--- config.mk ---
export PLATFORM = sky130hd
export DESIGN_NAME = multicycle_ctrl
export DESIGN_NICKNAME = d
export VERILOG_FILES = /design/src/rtl/multicycle_ctrl.sv
export SDC_FILE = /design/constraint.sdc
export NUM_CORES = 1
export LEC_CHECK = 0
export ABC_AREA = 1
export BUFFER_PORTS_ARGS = -buffer_cell sky130_fd_sc_hd__buf_2
export CAP_MARGIN = 20
export CORE_MARGIN = 5
export CORE_UTILIZATION = 30
export DETAILED_ROUTE_END_ITERATION = 10
export GPL_ROUTABILITY_DRIVEN = 0
export GPL_TIMING_DRIVEN = 0
export MAX_ROUTING_LAYER = met4
export PLACE_DENSITY = 0.5
export SETUP_SLACK_MARGIN = 0.3
export SKIP_CTS_REPAIR_TIMING = 1
export SYNTH_ARGS = -nofsm -noshare
export SYNTH_HDL_FRONTEND = slang
export SYNTH_SLANG_ARGS = --single-unit
--- constraint.sdc ---
create_clock -name clk_i -period 1.59 [get_ports clk_i]
set_input_delay 0.2385 -clock clk_i [delete_from_list [all_inputs] [get_ports clk_i]]
set_output_delay 0.2385 -clock clk_i [all_outputs]
set_load 0.01 [all_outputs]
--- src/rtl/multicycle_ctrl.sv ---
// rtl/multicycle_ctrl.sv - main control FSM of the multi-cycle RV32I core
module multicycle_ctrl #(
    parameter int MEM_TIMEOUT = 255
) (
    input  logic       clk_i,
    input  logic       rst_ni,
    input  logic [6:0] opcode_i,
    input  logic       branch_taken_i,
    input  logic       mem_ready_i,
    output logic       mem_req_o,
    output logic       mem_we_o,
    output logic       addr_sel_o,
    output logic       ir_we_o,
    output logic       pc_we_o,
    output logic [1:0] pc_sel_o,
    output logic [2:0] imm_sel_o,
    output logic       alu_a_sel_o,
    output logic       alu_b_sel_o,
    output logic [1:0] wb_sel_o,
    output logic       reg_we_o,
    output logic       trap_o,
    output logic [1:0] trap_cause_o,
    output logic [2:0] state_o
);

    typedef enum logic [2:0] {
        S_RESET  = 3'd0,
        S_FETCH  = 3'd1,
        S_DECODE = 3'd2,
        S_EXEC   = 3'd3,
        S_MEM    = 3'd4,
        S_WB     = 3'd5,
        S_TRAP   = 3'd6
    } state_t;

    localparam logic [6:0] OPC_LOAD   = 7'b0000011;
    localparam logic [6:0] OPC_OPIMM  = 7'b0010011;
    localparam logic [6:0] OPC_AUIPC  = 7'b0010111;
    localparam logic [6:0] OPC_STORE  = 7'b0100011;
    localparam logic [6:0] OPC_OP     = 7'b0110011;
    localparam logic [6:0] OPC_LUI    = 7'b0110111;
    localparam logic [6:0] OPC_BRANCH = 7'b1100011;
    localparam logic [6:0] OPC_JALR   = 7'b1100111;
    localparam logic [6:0] OPC_JAL    = 7'b1101111;

    // Counter only ever needs to reach MEM_TIMEOUT-1
    localparam int CW = (MEM_TIMEOUT > 2) ? $clog2(MEM_TIMEOUT) : 1;
    localparam logic [CW-1:0] TO_LAST = CW'((MEM_TIMEOUT > 0) ? MEM_TIMEOUT - 1 : 0);
    localparam bit TO_EN = (MEM_TIMEOUT > 0);

    state_t          state_q;
    logic [CW-1:0]   cnt_q;
    logic [1:0]      cause_q;

    logic is_load, is_opimm, is_auipc, is_store, is_op, is_lui, is_branch, is_jalr, is_jal;
    logic legal, timeout;
    logic [2:0] imm_d;

    assign is_load   = (opcode_i == OPC_LOAD);
    assign is_opimm  = (opcode_i == OPC_OPIMM);
    assign is_auipc  = (opcode_i == OPC_AUIPC);
    assign is_store  = (opcode_i == OPC_STORE);
    assign is_op     = (opcode_i == OPC_OP);
    assign is_lui    = (opcode_i == OPC_LUI);
    assign is_branch = (opcode_i == OPC_BRANCH);
    assign is_jalr   = (opcode_i == OPC_JALR);
    assign is_jal    = (opcode_i == OPC_JAL);
    assign legal     = is_load | is_opimm | is_auipc | is_store | is_op | is_lui |
                       is_branch | is_jalr | is_jal;

    // Ready in the last allowed cycle takes priority over the timeout
    assign timeout = TO_EN && (cnt_q == TO_LAST) && !mem_ready_i;

    always_comb begin
        imm_d = 3'd0;
        if (is_load || is_opimm || is_jalr) imm_d = 3'd1;
        else if (is_store)                  imm_d = 3'd2;
        else if (is_branch)                 imm_d = 3'd3;
        else if (is_lui || is_auipc)        imm_d = 3'd4;
        else if (is_jal)                    imm_d = 3'd5;
    end

    always_ff @(posedge clk_i or negedge rst_ni) begin
        if (!rst_ni) begin
            state_q <= S_RESET;
            cnt_q   <= '0;
            cause_q <= 2'd0;
        end else begin
            case (state_q)
                S_RESET: begin
                    state_q <= S_FETCH;
                    cnt_q   <= '0;
                end
                S_FETCH: begin
                    if (mem_ready_i) begin
                        state_q <= S_DECODE;
                        cnt_q   <= '0;
                    end else if (timeout) begin
                        state_q <= S_TRAP;
                        cause_q <= 2'd2;
                    end else begin
                        cnt_q <= cnt_q + 1'b1;
                    end
                end
                S_DECODE: begin
                    if (legal) begin
                        state_q <= S_EXEC;
                    end else begin
                        state_q <= S_TRAP;
                        cause_q <= 2'd1;
                    end
                end
                S_EXEC: begin
                    cnt_q <= '0;
                    if (is_load || is_store) state_q <= S_MEM;
                    else if (is_branch)      state_q <= S_FETCH;
                    else                     state_q <= S_WB;
                end
                S_MEM: begin
                    if (mem_ready_i) begin
                        state_q <= is_store ? S_FETCH : S_WB;
                        cnt_q   <= '0;
                    end else if (timeout) begin
                        state_q <= S_TRAP;
                        cause_q <= 2'd3;
                    end else begin
                        cnt_q <= cnt_q + 1'b1;
                    end
                end
                S_WB: begin
                    state_q <= S_FETCH;
                    cnt_q   <= '0;
                end
                S_TRAP: state_q <= S_TRAP;
                default: state_q <= S_RESET;
            endcase
        end
    end

    always_comb begin
        mem_req_o   = 1'b0;
        mem_we_o    = 1'b0;
        addr_sel_o  = 1'b0;
        ir_we_o     = 1'b0;
        pc_we_o     = 1'b0;
        pc_sel_o    = 2'd0;
        imm_sel_o   = 3'd0;
        alu_a_sel_o = 1'b0;
        alu_b_sel_o = 1'b0;
        wb_sel_o    = 2'd0;
        reg_we_o    = 1'b0;
        trap_o      = 1'b0;
        case (state_q)
            S_FETCH: begin
                mem_req_o = 1'b1;
                ir_we_o   = mem_ready_i;
            end
            S_DECODE: imm_sel_o = imm_d;
            S_EXEC: begin
                imm_sel_o   = imm_d;
                alu_a_sel_o = is_auipc;
                alu_b_sel_o = !(is_op || is_branch);
                if (is_branch) begin
                    pc_we_o  = 1'b1;
                    pc_sel_o = {1'b0, branch_taken_i};
                end
            end
            S_MEM: begin
                imm_sel_o  = imm_d;
                mem_req_o  = 1'b1;
                addr_sel_o = 1'b1;
                mem_we_o   = is_store;
                pc_we_o    = is_store && mem_ready_i;
            end
            S_WB: begin
                imm_sel_o = imm_d;
                reg_we_o  = 1'b1;
                pc_we_o   = 1'b1;
                if (is_load)                wb_sel_o = 2'd1;
                else if (is_jal || is_jalr) wb_sel_o = 2'd2;
                else if (is_lui)            wb_sel_o = 2'd3;
                if (is_jal)                 pc_sel_o = 2'd1;
                else if (is_jalr)           pc_sel_o = 2'd2;
            end
            S_TRAP: trap_o = 1'b1;
            default: ;
        endcase
    end

    assign trap_cause_o = cause_q;
    assign state_o      = state_q;

endmodule

== Word-level counts from Yosys, hierarchy flattened ==
Index checks and enable logic that the tools add are counted.
Word-level totals
  register bits: 13
  bits of input ports: 11
  output and inout bits: 21
  logic and storage cells: 94
Operators by class
  add/sub/neg operators: 1
  equality and inequality tests: 22
  muxes and demuxes: 41
  bitwise gates (word level): 8
  reductions and logical operators: 19
Operators by type and width (count)
  $mux 3: 13
  $mux 2: 11
  $eq 7x6->1 const B: 3
  $eq 7x7->1 const B: 3
  $pmux 3 s6: 1
  $mux 8: 2
  $pmux 8 s2: 1
  $eq 7x5->1 const B: 2
  $mux 1: 10
  $ne 2x2->1 const B: 5
  $eq 3x3->1 const B: 3
  $add 8x1->8 const B: 1
  $eq 8x8->1 const B: 1
  $or 1x1->1: 8
  $eq 7x2->1 const B: 1
  $eq 3x2->1 const B: 2
  $logic_or 1x1->1: 6
  $pmux 2 s3: 1
  $reduce_and 6->1: 1
  $pmux 2 s2: 1
  $reduce_or 2->1: 2
  $reduce_or 4->1: 1
  $eq 3x1->1 const B: 1
  $logic_not 3->1: 1
  8 further kinds: 10

== Depth between registers and ports, before layout ==
Gate-level depths: netlist of the first run.
  depth after elaboration: 11
  mapped depth: 11
  depth with buffers taken out: 11

== Least setup slack after synthesis of the first run ==
Ideal clock, no wire load.
  path type: register to register
  start point: register state_q[0], in the netlist state_o[0]
  end point: register cnt_q[5]
  setup time: 0.122 ns
  arrival: 1.258 ns
  data required time: 1.468 ns
  setup slack: 0.209 ns
  stages on the path, launching flop included: 9
  path buffers: 0
  clock period less this slack: 1.381 ns
  cell sequence: dfrtp_1 > inv_2 > nand3_2 > nand2_1 > nand2_2 > nand2_4 > clkinv_4 > a21oi_1 > a21oi_2
On the way
  word-level cells in the longest chain between the ends: 4
  elaborated cells on any way between the ends: 11
Ends and longest elaborated chain
  from (decl): RTL line 51  | state_t state_q;
  from (signal assigned): RTL line 121  | state_q <= is_store ? S_FETCH : S_WB;
  $eq 3x3->1, or another cell as far along: RTL line 89  | case (state_q)
  $reduce_or 2->1 (no source line) / $reduce_or 3->1 (equally long branches)
  $ne 3x3->1 (no source line) / $reduce_bool 2->1 (equally long branches)
  $reduce_and 2->1 (no source line)
  to (signal assigned): RTL line 102  | cnt_q <= cnt_q + 1'b1;
  to (signal assigned): RTL line 127  | cnt_q <= cnt_q + 1'b1;
  to (decl): RTL line 52  | logic [CW-1:0] cnt_q;
Parallel ways exist; a longest one is shown, timed or not.
A chain may end at the register's enable or synchronous reset.

== Final worst setup path of the first run ==
  start point: register state_q[2], in the netlist state_o[2]
  end point: output imm_sel_o[0]
On the way
  word-level cells in the longest chain between the ends: 3
  elaborated cells on any way between the ends: 6
Ends and longest elaborated chain
  $eq 3x3->1 / $eq 3x2->1 (equally long branches): RTL line 153  | case (state_q)
  $reduce_or 4->1 (no source line) (*)
  $mux 3 (*): RTL line 153
  to (decl): RTL line 16  | output logic [2:0] imm_sel_o,
Mark *: on every way between the ends. The rest lies on a longest branch, timed or not.

==> flow_summary.ini, run 1 <==
[routing]
drt-total-wl_mm = 3.14
drc = 0
vias = 1240
drtAntennaViolNets = 0
drt_first_pass_iters = 4
post_drt_wl_per_cell_um = 11.8
via_per_inst = 4.66
drt-initial-drc-count = 61

[outcome]
status = finished, violations left
violations = negative setup slack

[placement]
dp_hpwl_mm = 2.29
dpl-instance-area_sq_mm = 0.00132
portBuffers = 30
post-place-ws_ps = -57.8

[yosys]
seq_area_frac_synth_pct = 30.0
synthArstFlopShare_pct = 100
ys_ff_latch = 13
synth.largest_area_cell = dfrtp_1
synth_common_cells = 41 x nand2_1, 22 x inv_1, 21 x nor2_1, 19 x nand3_1, 13 x dfrtp_1
ys_types = 24
synth_top_area_share_pct = 30.0
yosys.area_share.simple_pct = 41.2
synth_area_sq_mm = 0.00109
syn_avg_cell_area_sq_um = 6.39
synth_compound_gate_area_share_pct = 12.8
synth_mux_area_share_pct = 0
synthTopCellsByArea = dfrtp_1 30%, nand2_1 14%, nand3_1 8.8%, inv_1 7.6%, nor2_1 7.3%
synth_top_family_by_area = simple AND/OR/NAND/NOR gates
synth_flop_cell = dfrtp_1
yosysMostFrequentCell = nand2_1
yosys_warnings = 0
synth_edf_count = 0
synth_xor_area_share_pct = 1.61
synthCells = 170
synthAdderAreaFrac_pct = 3.46
syn_nets = 184

[clocking]
insertion_delay_ps = 270
cts_tree = built
clock-root-buffer = clkbuf_4
clk_path_buf_depth = 2
cts_made_buffers = 3
clk_pin_slew_worst_paths_ps = 80
h-tree-depth = 1
cts_sinks = 13

[sta]
hold_viol = 0
final_max_slew_viol_count = 0
rsz0062_at_grt = true
fin_skew_ps = 6.38
worst_pin_slew_ps = 308
timing.final.crit_share_pct = 103
setup_slack_ps = -49.0
fin_crit_ps = 1640
final.setup.tns_ps = -191
slew_headroom_pct = 79.4
max_freq_ghz = 0.610
final-setup-viol-count = 5

[power_and_ir_drop]
pwr-share-comb_pct = 71.3
clkPwrFrac_pct = 7.7
total_power_mw = 2.63
p_leak_nw = 0.817
power.share.sequential_pct = 21.0
p_per_area_mw_per_mm2 = 1580
netSwitchingPower_mw = 1.34
peakVddDrop_v = 0.000611
internal-power_mw = 1.29
switching_share_pct = 50.9

[worst_setup_path]
reg2regPathDepth = 8
path_class = flop to output pin
worstPathMaxFanout = 3
crit_cells = 4
crit_family = flip-flops
critical-path-max-stage-delay_ps = 450
crit_chain = buf_6, ha_4, a41oi_2, buf_2
rrSetupSlack_ps = 50
cp-end-kind = output pin
critical_path_required_ps = 1350
start_kind = flop
cp_num_buf_inv = 2
critPathSlowestCell = dfrtp_2
worst_ep_arrival_time_ps = 1400

[global_route]
antenna_found_initial = 0
overflow = 0
grt_usage_pct = 12.6
grt_max_degree = 14
grt_pass1_wl_mm = 4.97
first_global_vias = 1094

[die]
coreArea_sq_mm = 0.00342
die_x_um = 70.2
die-area_sq_mm = 0.00492
start_util_pct = 31.8
pin_count = 32
die_h_um = 70.2
row_count = 21

[finish]
final_layout_size_suffix_gt1_share_pct = 48.2
final_nets = 235
stdcell_area_sq_mm = 0.00167
area.growth.synth_to_final_pct = 53.3
antenna_cells = 0

[hold_path]
whs_path_depth = 4
hp-class = input pin to flop

[run]
cap_violations = 0
## placed cells by master, fill, tap and decap left out, drive strengths merged, types with 2 or more instances in the layout
master,synthesis,layout
inv,28,29
o21ai,10,10
ha,3,3
xor2,2,2
a21oi,10,10
nand3,21,21
nand4,7,7
dfrtp,13,13
clkbuf,0,4
nand2,45,45
buf,1,45
nor2,22,22
nor3,3,3
## layout make-up
| class | instances | area, sq um |
|---|---|---|
| well taps | 46 | 57.6 |
| repair buffers | 45 | 279 |
| fillers | 345 | 1750 |
| multi-input cells | 127 | 830 |
| repair inverters | 1 | 8.76 |
| inverters | 29 | 129 |
| clock buffers | 4 | 26.3 |
| plain buffers | 1 | 5.00 |
| flip-flops and latches | 13 | 330 |
## flip-flops by register name, indices dropped and copies added (netlist names)
signal,flops
cnt_q,8
state_o,3
trap_cause_o,2
## routing by layer
layer | track usage, % | routed length (um)
met1 | 18.2 | 1550
met2 | 17.0 | 1440
met3 | 4.16 | 132
met4 | 2.55 | 19
met5 | - | 0
## power by group through the flow
stage	Clock [mW]	Sequential, mW	Combinational, mW
floorplan	0	0.540	0.839
global placement	0	0.523	1.18
detailed placement	0	0.523	1.18
CTS	0.217	0.517	1.19
global route	0.234	0.568	2.08
finish	0.202	0.552	1.88
## path summary, 6_finish.rpt
path | from | endpoint
min | mem_ready_i | cnt_q[6]
min reg2reg | trap_cause_o[1] | trap_cause_o[1]
max reg2reg | state_o[2] | cnt_q[4]
min in group asynchronous | rst_ni | cnt_q[6]
max in group asynchronous | rst_ni | cnt_q[2]
max | state_o[2] | imm_sel_o[0]
## stage by stage
stage	hold slack [ps]	utilization, %	std cells
after detailed placement	149	38.5	246
after global placement	151	38.5	246
final	336	48.8	266
after global routing	325	48.8	266
after floorplan	-57.1	-	170
after CTS	-156	39.3	250
## tightest hold or removal path, delay by kind of cell
family	cells	cell delay (ps)
buffers and inverters	1	160
AND/OR/NAND/NOR	3	180
## cell families after synthesis
group | Yosys count
AND/OR/NAND/NOR | 98
buffers and inverters | 30
AO/OA/AOI/OAI | 24
flip-flops | 13
adder cells (fa/ha/maj) | 3
XOR/XNOR | 2
Note: power is estimated with default switching activity, not from simulation.
==> inputs of run 2 (changes only) <==
--- a/config.mk
+++ b/config.mk
@@ -11,4 +11,5 @@
 export CORE_MARGIN = 5
 export CORE_UTILIZATION = 30
+export CTS_BUF_LIST = sky130_fd_sc_hd__clkbuf_4 sky130_fd_sc_hd__clkbuf_8
 export DETAILED_ROUTE_END_ITERATION = 10
 export GPL_ROUTABILITY_DRIVEN = 0
==> constraint.sdc (replaced) <==
create_clock -name clk_i -period 1.59 [get_ports clk_i]
set_input_delay 0.2385 -clock clk_i [delete_from_list [all_inputs] [get_ports clk_i]]
set_output_delay 0.2385 -clock clk_i [all_outputs]
set_load 0.1 [all_outputs]
==> run 2 against run 1 <==
  * The flow still finishes with violations (negative setup slack)
  * Global-route usage up 0.73 points
  * Setup slack worse by 220 ps
  * Register-to-register slack worse by 80 ps
  * Clock power up 11%
  * Routed wire length rose by 23%
  * Largest power group unchanged
  * Fmax is 12% lower
  * Core utilization is 15 points higher
  * Power up 61%
  * First-iteration DRC count is 34% lower
  * Count of clock-buffer cells in the layout did not move
  * Critical endpoint is now pc_we_o
  * Flip-flop and latch count unchanged
  * Hold slack got worse by 6.5 ps
==> flow_summary.ini, run 2 (synthesis gave the netlist of run 1 again) <==
[outcome]
status = finished, violations left
violations = negative setup slack

[clocking]
clk_pin_slew_worst_paths_ps = 80
insertion_delay_ps = 270
clock-root-buffer = clkbuf_4
cts_tree = built
clk_path_buf_depth = 2
h-tree-depth = 1
cts_sinks = 13
cts_made_buffers = 3

[sta]
setup_slack_ps = -271
worst_pin_slew_ps = 358
final_max_slew_viol_count = 0
rsz0062_at_grt = true
final-setup-viol-count = 18
fin_skew_ps = 1.43
max_freq_ghz = 0.537
slew_headroom_pct = 76.0
fin_crit_ps = 1860
hold_viol = 0
timing.final.crit_share_pct = 117

[global_route]
grt_pass1_wl_mm = 5.35
grt_usage_pct = 13.3
antenna_found_initial = 0
grt_max_degree = 14
first_global_vias = 1192
overflow = 0

[worst_setup_path]
critical_path_required_ps = 1350
path_class = flop to output pin
cp-end-kind = output pin
worst_ep_arrival_time_ps = 1620
crit_chain = inv_2, nand3_4, nor3_2, nor2_2, nor2_4, buf_12
start_kind = flop
startpoint = state_o[0]
critical-path-max-stage-delay_ps = 540
worstPathMaxFanout = 6
reg2reg_from = state_o[0]
critPathSlowestCell = dfrtp_4

[power_and_ir_drop]
p_leak_nw = 0.946
p_per_area_mw_per_mm2 = 1950
total_power_mw = 4.24
peakVddDrop_v = 0.000873

[routing]
drtAntennaViolNets = 0
vias = 1339
drc = 0
drt-total-wl_mm = 3.87
via_per_inst = 4.85
drt_first_pass_iters = 4
post_drt_wl_per_cell_um = 14.0
drt-initial-drc-count = 40

[finish]
n_fill_cell = 304
final_nets = 245
final_layout_size_suffix_gt1_share_pct = 55.2
mostFrequentLayoutCells = 33 x nand2_1, 21 x buf_4, 16 x buf_12
fin_cells = 276
largest_register_ffs = 8
area.growth.synth_to_final_pct = 100
antenna_cells = 0
top_register = cnt_q
final_common_cell = nand2_1

[placement]
placed_cells = 246
portBuffers = 30
dp_hpwl_mm = 2.50
post-place-ws_ps = -562

[die]
row_count = 21
die_h_um = 70.2
die_x_um = 70.2
coreArea_sq_mm = 0.00342
start_util_pct = 31.8
die-area_sq_mm = 0.00492
pin_count = 32

[hold_path]
hp-start = mem_ready_i
hp-class = input pin to flop

[run]
cap_violations = 0
[run 2: path summary, 6_finish.rpt]
path	endpoint	slack, ps	cells after the start
setup / recovery	pc_we_o	-270	6
hold / removal	state_o[1]	330	3
setup reg to reg	trap_cause_o[1]	-30	12
hold reg to reg	trap_cause_o[0]	480	2
max in group asynchronous	state_o[1]	930	2
min in group asynchronous	state_o[0]	390	2
[run 2: through the flow]
step | hold WS, ps | TNS, ps | area, sq um | utilization [%]
2_1_floorplan | -57.1 | -6270 | 1290 | -
4_1_cts | -156 | -8100 | 1520 | 44.6
5_1_grt | 343 | -3880 | 2170 | 63.6
3_5_place_dp | 147 | -4640 | 1490 | 43.7
6_report | 329 | -2590 | 2170 | 63.6
3_3_place_gp | 148 | -4520 | 1490 | 43.7
[run 2: power breakdown]
group,internal [mW],total [mW],switching (mW),leakage [nW]
clock network,0.114,0.224,0.109,0.0184
logic,1.21,3.42,2.21,0.761
registers,0.444,0.594,0.150,0.167
[run 2: area by class of cell]
cell class	count	area (sq um)	area share [%]
repair buffers	55	616	28.3
multi-input cells	127	975	44.9
clock buffers	4	30.0	1.38
repair inverters	1	6.26	0.288
well taps	46	57.6	2.65
inverters	29	145	6.68
flip-flops and latches	13	338	15.6
plain buffers	1	5.00	0.230
[run 2: routing by layer]
layer	track usage [%]	part of all wire [%]
met5	-	0
met4	1.49	0.21
met3	3.30	4.3
met2	18.8	50
met1	19.8	46
[run 2: critical path: cells and delay by family, from the launching register on]
family | cells | cell delay (ps)
flip-flops | 1 | 540
AND/OR/NAND/NOR | 4 | 510
buffers and inverters | 2 | 300
==> inputs of run 3 (changes only) <==
Settings changed: GPL_TIMING_DRIVEN 0 to not set, PLACE_DENSITY 0.5 to not set, PLACE_DENSITY_LB_ADDON set to 0.08.
==> run 3 against run 2 <==
  * The run still ends with negative setup slack left
  * Power is 2.8% higher
  * Register-to-register slack better by 50 ps
  * Non-clock buffer count is 5 higher
  * Sequential power is 2% higher
  * Largest power group unchanged
==> flow_summary.ini, run 3 (synthesis gave the netlist of run 1 again) <==
[outcome]
status = finished, violations left
violations = negative setup slack

[finish]
stdcell_area_sq_mm = 0.00226
multi_input_area_sq_um = 971
largest_register_ffs = 8
final_common_cell = nand2_1
fin_cells = 280
final_layout_size_suffix_gt1_share_pct = 54.7
top_register = cnt_q
final_nets = 249
antenna_cells = 0
area.sequential_sq_um = 338
n_fill_cell = 292
area.growth.synth_to_final_pct = 108
mostFrequentLayoutCells = 33 x nand2_1, 21 x buf_4, 20 x buf_12

[sta]
slew_headroom_pct = 77.8
rsz0062_at_grt = true
setup_slack_ps = -270
max_freq_ghz = 0.538
final-setup-viol-count = 16
final.setup.tns_ps = -2960
timing.final.crit_share_pct = 117
worst_pin_slew_ps = 331
final_max_slew_viol_count = 0
fin_skew_ps = 11.1
fin_crit_ps = 1860
hold_viol = 0

[power_and_ir_drop]
total_power_mw = 4.36
switching_share_pct = 57.1
p_leak_nw = 0.999
internal-power_mw = 1.87
clkPwrFrac_pct = 5.4
p_per_area_mw_per_mm2 = 1930
pwr-share-comb_pct = 80.8
netSwitchingPower_mw = 2.49
peakVddDrop_v = 0.00146
power.share.sequential_pct = 13.9

[routing]
via_per_inst = 4.76
drt-initial-drc-count = 69
post_drt_wl_per_cell_um = 13.7
vias = 1332
drt-total-wl_mm = 3.83
drc = 0
drt_first_pass_iters = 4
drtAntennaViolNets = 0

[die]
row_count = 21
start_util_pct = 31.8
die_h_um = 70.2
coreArea_sq_mm = 0.00342
die_x_um = 70.2
die-area_sq_mm = 0.00492
pin_count = 32

[global_route]
antenna_found_initial = 0
grt_usage_pct = 15.0
first_global_vias = 1240
overflow = 0
grt_max_degree = 14
grt_pass1_wl_mm = 5.84

[clocking]
clk_pin_slew_worst_paths_ps = 90
h-tree-depth = 1
insertion_delay_ps = 290
clock-root-buffer = clkbuf_4
cts_tree = built
cts_made_buffers = 3
clk_path_buf_depth = 2
cts_sinks = 13

[worst_setup_path]
start_kind = flop
critPathSlowestCell = dfrtp_4
worstPathMaxFanout = 4
worst_ep_arrival_time_ps = 1620
critical-path-max-stage-delay_ps = 540
critical_path_required_ps = 1350
crit_chain = buf_12, ha_4, a41oi_4, buf_12
cp_common_cell = buf_12
cp-end-kind = output pin
path_class = flop to output pin

[placement]
placed_cells = 265
portBuffers = 31
dp_hpwl_mm = 2.87
dpl-instance-area_sq_mm = 0.00189
post-place-ws_ps = -53.2

[hold_path]
hp-class = input pin to flop

[run]
cap_violations = 0
==> run 3: cell types whose count changed in the layout (fill, tap and decap cells not counted), sizes merged <==
cell,change
clkinv,+1
buf,+6
inv,-2
clkbuf,-1
==> run 3: power groups by stage <==
stage / logic, mW / clock network, mW / registers, mW
2_1_floorplan: 1.49 / 0 / 0.977
3_3_place_gp: 2.62 / 0 / 0.568
3_5_place_dp: 2.65 / 0 / 0.577
4_1_cts: 2.66 / 0.240 / 0.571
5_1_grt: 3.72 / 0.258 / 0.622
6_report: 3.52 / 0.235 / 0.604
==> run 3: through the flow <==
stage	util, %	hold WS [ps]
6_report	66.0	305
5_1_grt	66.0	337
3_3_place_gp	55.3	148
4_1_cts	56.2	-162
3_5_place_dp	55.3	152
2_1_floorplan	-	-57.1
==> run 3: final cells by class <==
class,count,area share (%)
tap,46,2.55
inverter,29,6.54
sequential,13,15.0
multi-input combinational,127,43.0
timing repair buffer,61,31.6
clock buffer,4,1.33
==> run 3: worst max-delay path, delay by kind of cell (launching register included) <==
kind	cells	cell delay, ps
adder cells (fa/ha/maj)	1	240
AO/OA/AOI/OAI	1	200
buffers and inverters	2	350
flip-flops	1	540
==> run 3: layer usage <==
metal  vias up  wire, um  GRT usage, %
li1        684         -             -
met1       617      1740          20.2
met2        25      1880          23.6
met3         6       163          3.73
met4         0        41          1.91
met5         -         0             -
==> run 3: path summary, 6_finish.rpt <==
check                      slack [ps]  cells after the start       startpoint              end
setup / recovery                 -270                      4       state_o[2]     imm_sel_o[0]
hold / removal                    300                      3      mem_ready_i       state_o[1]
setup reg to reg                   20                      9       state_o[2]         cnt_q[3]
hold reg to reg                   490                      2  trap_cause_o[0]  trap_cause_o[0]
max in group asynchronous         920                      2           rst_ni         cnt_q[2]
min in group asynchronous         390                      2           rst_ni       state_o[1]
